===== src/rtl/btn_pkg.sv =====
// Purpose: shared constants for the button gesture decoder (state codes, counter width, default timing).
// Latency: n/a (package only).
// Backpressure: n/a (package only).
//
// Default timing constants assume a 100 MHz clock. They follow the same
// 27-bit cycle-count convention as the debouncer's DEBOUNCE_LIMIT.
package btn_pkg;

  localparam int BTN_CNT_W = 27;

  // FSM state encodings (3-bit, legacy-compatible constants)
  localparam logic [2:0] ST_IDLE      = 3'd0;
  localparam logic [2:0] ST_PRESS1    = 3'd1;
  localparam logic [2:0] ST_WAIT_GAP  = 3'd2;
  localparam logic [2:0] ST_PRESS2    = 3'd3;
  localparam logic [2:0] ST_LONG_HELD = 3'd4;

  // Default timing in clock cycles
  localparam logic [BTN_CNT_W-1:0] BTN_LONG_LIMIT_DEF    = 27'd50_000_000; // 500 ms
  localparam logic [BTN_CNT_W-1:0] BTN_GAP_LIMIT_DEF     = 27'd25_000_000; // 250 ms
  localparam logic [BTN_CNT_W-1:0] BTN_REPEAT_PERIOD_DEF = 27'd10_000_000; // 100 ms

endpackage


===== src/rtl/btn_press_decoder.sv =====
// Purpose: turns a debounced button level into one-cycle short/long/double/repeat gesture pulses.
// Latency: input registered once; FSM decisions and all outputs registered (event visible 1 cycle after the deciding edge).
// Backpressure: none; pulses are fire-and-forget, consumer must sample every cycle.
//
// Ports:
//   clk          : system clock
//   reset_n      : asynchronous active-low reset, clears state and all outputs immediately
//   clean_btn    : debounced button level, 1 = pressed (glitch-free, synchronous)
//   short_pulse  : single short press confirmed (after the double-click gap expires)
//   long_pulse   : hold reached LONG_LIMIT cycles
//   double_pulse : second release of a double click
//   repeat_pulse : auto-repeat tick while long-held (constant 0 unless BTN_AUTOREPEAT_EN)
//   btn_held     : level, high while in the long-held state
//
// Build option: define BTN_AUTOREPEAT_EN to enable auto-repeat in the long-held
// state. Without it, REPEAT_PERIOD is ignored.
//
// Parameters must each be >= 2 and < 2^27. All counter compares are equality
// only; the counter cannot wrap because every terminal count forces either a
// state change or a clear.
module btn_press_decoder
  import btn_pkg::*;
#(
  parameter logic [BTN_CNT_W-1:0] LONG_LIMIT    = BTN_LONG_LIMIT_DEF,
  parameter logic [BTN_CNT_W-1:0] GAP_LIMIT     = BTN_GAP_LIMIT_DEF,
  parameter logic [BTN_CNT_W-1:0] REPEAT_PERIOD = BTN_REPEAT_PERIOD_DEF
) (
  input  logic clk,
  input  logic reset_n,
  input  logic clean_btn,
  output logic short_pulse,
  output logic long_pulse,
  output logic double_pulse,
  output logic repeat_pulse,
  output logic btn_held
);

  localparam logic [BTN_CNT_W-1:0] LONG_LAST = LONG_LIMIT - 27'd1;
  localparam logic [BTN_CNT_W-1:0] GAP_LAST  = GAP_LIMIT - 27'd1;

  logic                 r_btn_q;
  logic [2:0]           r_state;
  logic [BTN_CNT_W-1:0] r_cnt;
  logic                 r_short;
  logic                 r_long;
  logic                 r_double;
  logic                 r_held;

  logic [2:0]           w_state_nxt;
  logic [BTN_CNT_W-1:0] w_cnt_nxt;
  logic                 w_short;
  logic                 w_long;
  logic                 w_double;

`ifdef BTN_AUTOREPEAT_EN
  localparam logic [BTN_CNT_W-1:0] REPEAT_LAST = REPEAT_PERIOD - 27'd1;
  logic r_repeat;
  logic w_repeat;
`else
  logic w_unused_repeat;
  assign w_unused_repeat = ^REPEAT_PERIOD;
`endif

  // Next-state logic. Any state change clears the counter; release/press
  // checks come before terminal-count checks so the button edge wins a tie.
  always_comb begin
    w_state_nxt = r_state;
    w_cnt_nxt   = '0;
    w_short     = 1'b0;
    w_long      = 1'b0;
    w_double    = 1'b0;
`ifdef BTN_AUTOREPEAT_EN
    w_repeat    = 1'b0;
`endif
    case (r_state)
      ST_IDLE: begin
        if (r_btn_q) begin
          w_state_nxt = ST_PRESS1;
        end
      end
      ST_PRESS1: begin
        if (!r_btn_q) begin
          w_state_nxt = ST_WAIT_GAP;
        end else if (r_cnt == LONG_LAST) begin
          w_state_nxt = ST_LONG_HELD;
          w_long      = 1'b1;
        end else begin
          w_cnt_nxt = r_cnt + 27'd1;
        end
      end
      ST_WAIT_GAP: begin
        if (r_btn_q) begin
          w_state_nxt = ST_PRESS2;
        end else if (r_cnt == GAP_LAST) begin
          w_state_nxt = ST_IDLE;
          w_short     = 1'b1;
        end else begin
          w_cnt_nxt = r_cnt + 27'd1;
        end
      end
      ST_PRESS2: begin
        // Second press may last any time; only its release matters.
        if (!r_btn_q) begin
          w_state_nxt = ST_IDLE;
          w_double    = 1'b1;
        end
      end
      ST_LONG_HELD: begin
        if (!r_btn_q) begin
          // A repeat due on this same edge is dropped in favour of the exit.
          w_state_nxt = ST_IDLE;
        end else begin
`ifdef BTN_AUTOREPEAT_EN
          if (r_cnt == REPEAT_LAST) begin
            w_repeat = 1'b1;
          end else begin
            w_cnt_nxt = r_cnt + 27'd1;
          end
`endif
        end
      end
      default: begin
        w_state_nxt = ST_IDLE;
      end
    endcase
  end

  always_ff @(posedge clk or negedge reset_n) begin
    if (!reset_n) begin
      r_btn_q  <= 1'b0;
      r_state  <= ST_IDLE;
      r_cnt    <= '0;
      r_short  <= 1'b0;
      r_long   <= 1'b0;
      r_double <= 1'b0;
      r_held   <= 1'b0;
    end else begin
      r_btn_q  <= clean_btn;
      r_state  <= w_state_nxt;
      r_cnt    <= w_cnt_nxt;
      r_short  <= w_short;
      r_long   <= w_long;
      r_double <= w_double;
      // Registered from the next state so it rises with long_pulse and
      // falls on the exit edge.
      r_held   <= (w_state_nxt == ST_LONG_HELD);
    end
  end

`ifdef BTN_AUTOREPEAT_EN
  always_ff @(posedge clk or negedge reset_n) begin
    if (!reset_n) begin
      r_repeat <= 1'b0;
    end else begin
      r_repeat <= w_repeat;
    end
  end
  assign repeat_pulse = r_repeat;
`else
  assign repeat_pulse = 1'b0;
`endif

  assign short_pulse  = r_short;
  assign long_pulse   = r_long;
  assign double_pulse = r_double;
  assign btn_held     = r_held;

endmodule

===== config.mk =====
export PLATFORM = sky130hd
export DESIGN_NAME = btn_press_decoder
export DESIGN_NICKNAME = d
export VERILOG_FILES = /design/src/rtl/btn_pkg.sv /design/src/rtl/btn_press_decoder.sv
export SDC_FILE = /design/constraint.sdc
export NUM_CORES = 1
export LEC_CHECK = 0
export CAP_MARGIN = 20
export CORE_MARGIN = 8
export CORE_UTILIZATION = 45
export DETAILED_ROUTE_END_ITERATION = 8
export SLEW_MARGIN = 20
export SYNTH_ARGS = -nofsm -noshare
export SYNTH_HDL_FRONTEND = slang
export SYNTH_SLANG_ARGS = --single-unit
export TNS_END_PERCENT = 20

===== constraint.sdc =====
create_clock -name clk -period 4.4 [get_ports clk]
set_clock_uncertainty 0.05 [all_clocks]
set_input_delay 0.88 -clock clk [delete_from_list [all_inputs] [get_ports clk]]
set_output_delay 0.88 -clock clk [all_outputs]
set_load 0.005 [all_outputs]

==> results.cfg <==
[run_status]
status = complete, no violations

[critical_path]
worstPathRequired_ns = 4.45
timing.critical_path.buf_inv = 0
cp_max_fo = 27
worstReg2RegEnd = r_cnt[15]$_DFF_PN0_
rr_startpoint = r_cnt[13]$_DFF_PN0_
setup.worst_path.start_class = register
critPathMaxStageDelay_ns = 0.87
worst_setup_path_end_kind = register
crit_slowest_cell = o21bai_2
cp_top_family = compound AO/OA/AOI/OAI gates
worstSetupPathType = register to register
rrSetupSlack_ns = 1.82
path_cells = nand4_1 -> or4_1 -> o21bai_2 -> a22oi_1
worstPathArrival_ns = 2.63
worstRegToRegCells = 4

[sta]
rsz0062_at_grt = no
slew_violations = 0
worst_pin_slew_ns = 1.08
finalCritPeriodShare = 0.587
finalHoldViolations = 0
setup_tns_ns = 0
worst_slew_margin_rel = 0.280
fmax_mhz = 387
setup_violations = 0
period_minus_slack_ns = 2.58

[detailed_routing]
drt-pass1-iter-count = 4
viasPerCell = 6.34
vias = 1497
wl_per_cell_um = 17.0
antenna_left = 0
initialDrtViolationCount = 83
drc = 0
drt-total-wl_um = 4010

[floorplanning]
rows = 23
die_area_um2 = 6540
coreArea_um2 = 4030
die_x_um = 80.9
start_util = 0.470
die_y_um = 80.9
ios = 8

[placement]
port-buffer-count = 6
gp_congestion = 0.791
dp.final_hpwl_um = 2750

[cells_and_area]
area_growth_pct = 7.46
fin_util = 0.506
drive_gt1_frac = 0.0753
fin_nets = 191
n_antenna_cell = 0

[logic_synthesis]
yosysSeqAreaShare = 0.462
netlist_instances = 182
syn_area_per_cell_um2 = 10.4
ys.flop_type = dfrtp_1
syn_area_um2 = 1900
synth_edf_count = 0
yosysWarnings = 0
ys_ff_latch = 35
synthArstFlopShare = 1.00
synth_nets = 186
ys_types = 42

[power]
power_uw = 592
powerDensity_nw_per_um2 = 291
seqPwrFrac = 0.572
internal_power_uw = 451
clockPowerShare = 0.352
vdd_drop_max_mv = 0.148
switchingPower_uw = 141
switching_share = 0.238
combPwrFrac = 0.076
p_leak_uw = 0.000788

[global_routing]
grt_pass1_vias = 1441
track_usage = 0.132
grt_pass1_wl_um = 6770
antenna_found_initial = 0
grt_max_degree = 36
grt_overflow = 0

[hold_path]
hp-start = r_cnt[0]$_DFF_PN0_
hold_class = register to register
min_to = r_cnt[0]$_DFF_PN0_
whs_path_depth = 1

[clock_tree]
cts_htree_levels = 2
path_clk_slew_ns = 0.06
numClockSinks = 35
clockBufferDepth = 2
hold_buffers = 0
cts_buffers = 5
tritoncts = built
cts_resized = 0
clock-root-buffer = clkbuf_8
insertion_delay_ns = 0.28
postCtsSetupRepairBufs = 0

[run]
maxCapViolCount = 0
final cells by class:
class / count / area [um^2]
Multi-Input combinational cell: 135 / 947
Clock buffer: 6 / 72.6
Tap cell: 50 / 62.6
Timing Repair Buffer: 7 / 67.6
Fill cell: 375 / 1990
Inverter: 3 / 11.3
Sequential cell: 35 / 876
cell families after synthesis:
family	count (synthesis)	share of synthesized area
AOI/OAI and AO/OA	47	0.178
xor gates and xnor gates	11	0.0508
adders and majority gates	1	0.00660
buffers and inverters	12	0.0383
DFF	35	0.462
other	1	0.00198
and+or+nand+nor	75	0.262
placed cells by master (no fill, tap or decap), types with 4 or more instances in the layout:
master,synthesis,routed
a21oi_1,13,13
xnor2_1,4,4
nand4_1,6,6
nand3_1,9,9
xor2_1,7,7
clkbuf_8,0,5
or3_1,8,8
clkdlybuf4s50_1,0,6
a22oi_1,14,14
o31ai_1,8,8
or4_1,14,14
dfrtp_1,35,35
nand2_1,12,12
o21ai_0,6,6
synthesized netlist by cell type (2+ instances only):
| library cell | count | share of area |
|---|---|---|
| and3_1 | 3 | 0.0099 |
| nand3_1 | 9 | 0.024 |
| dfrtp_1 | 35 | 0.46 |
| o21ai_0 | 6 | 0.016 |
| nor4_1 | 2 | 0.0066 |
| nand4bb_1 | 2 | 0.012 |
| clkbuf_1 | 4 | 0.0079 |
| nand2b_1 | 3 | 0.0099 |
| buf_6 | 3 | 0.018 |
| nand4_1 | 6 | 0.020 |
| inv_1 | 3 | 0.0059 |
| nand2_1 | 12 | 0.024 |
| xor2_1 | 7 | 0.032 |
| or3_1 | 8 | 0.026 |
| or4_1 | 14 | 0.055 |
| o31ai_1 | 8 | 0.032 |
| and3b_1 | 2 | 0.0092 |
| a21oi_1 | 13 | 0.034 |
| a22oi_1 | 14 | 0.055 |
| nor3_1 | 3 | 0.0079 |
| xnor2_1 | 4 | 0.018 |
per-layer routing:
metal  vias up  global-route usage  routed length (um)
li1        711                   -                   -
met1       753               0.154                1730
met2        27               0.218                2060
met3         6              0.0320                 162
met4         0              0.0714                  57
met5         -                   0                   0
how the worst max path moves through the flow:
stage | depth (start not counted) | from | end
2_1_floorplan | 6 | r_cnt[8]$_DFF_PN0_ | r_cnt[13]$_DFF_PN0_
3_3_place_gp | 4 | r_cnt[11]$_DFF_PN0_ | r_cnt[23]$_DFF_PN0_
3_5_place_dp | 4 | r_cnt[14]$_DFF_PN0_ | r_cnt[23]$_DFF_PN0_
4_1_cts | 4 | r_cnt[14]$_DFF_PN0_ | r_cnt[15]$_DFF_PN0_
5_1_grt | 4 | r_cnt[14]$_DFF_PN0_ | r_cnt[13]$_DFF_PN0_
6_report | 4 | r_cnt[13]$_DFF_PN0_ | r_cnt[15]$_DFF_PN0_
metrics by stage:
stage | instances | area, um^2 | hold WS, ns | setup slack (ns)
CTS | 236 | 2040 | 0.446 | 1.81
detailed placement | 230 | 1960 | 0.437 | 1.81
global placement | 230 | 1960 | 0.439 | 1.91
floorplan | 182 | 1900 | 0.411 | 2.31
finish | 236 | 2040 | 0.452 | 1.82
global route | 236 | 2040 | 0.484 | 1.63
worst register-to-register path: cells and delay by family, from the launching register on:
kind	cells	cell delay (ns)
simple gates	2	0.80
compound gates	2	1.12
flops	1	0.43
power by group through the flow:
| stage | logic, uW | clock network [uW] | registers [uW] |
|---|---|---|---|
| after detailed placement | 46.1 | 0 | 345 |
| after global placement | 44.5 | 0 | 344 |
| after global routing | 50.6 | 227 | 341 |
| after floorplan | 35.0 | 0 | 343 |
| final | 45.2 | 208 | 339 |
| after CTS | 46.3 | 214 | 338 |
registers in the layout (all words and copies together), names as in the netlist:
name          flops
r_state           3
r_cnt            27
short_pulse       1
r_btn_q           1
long_pulse        1
double_pulse      1
btn_held          1
(Power assumes the default switching activity.)
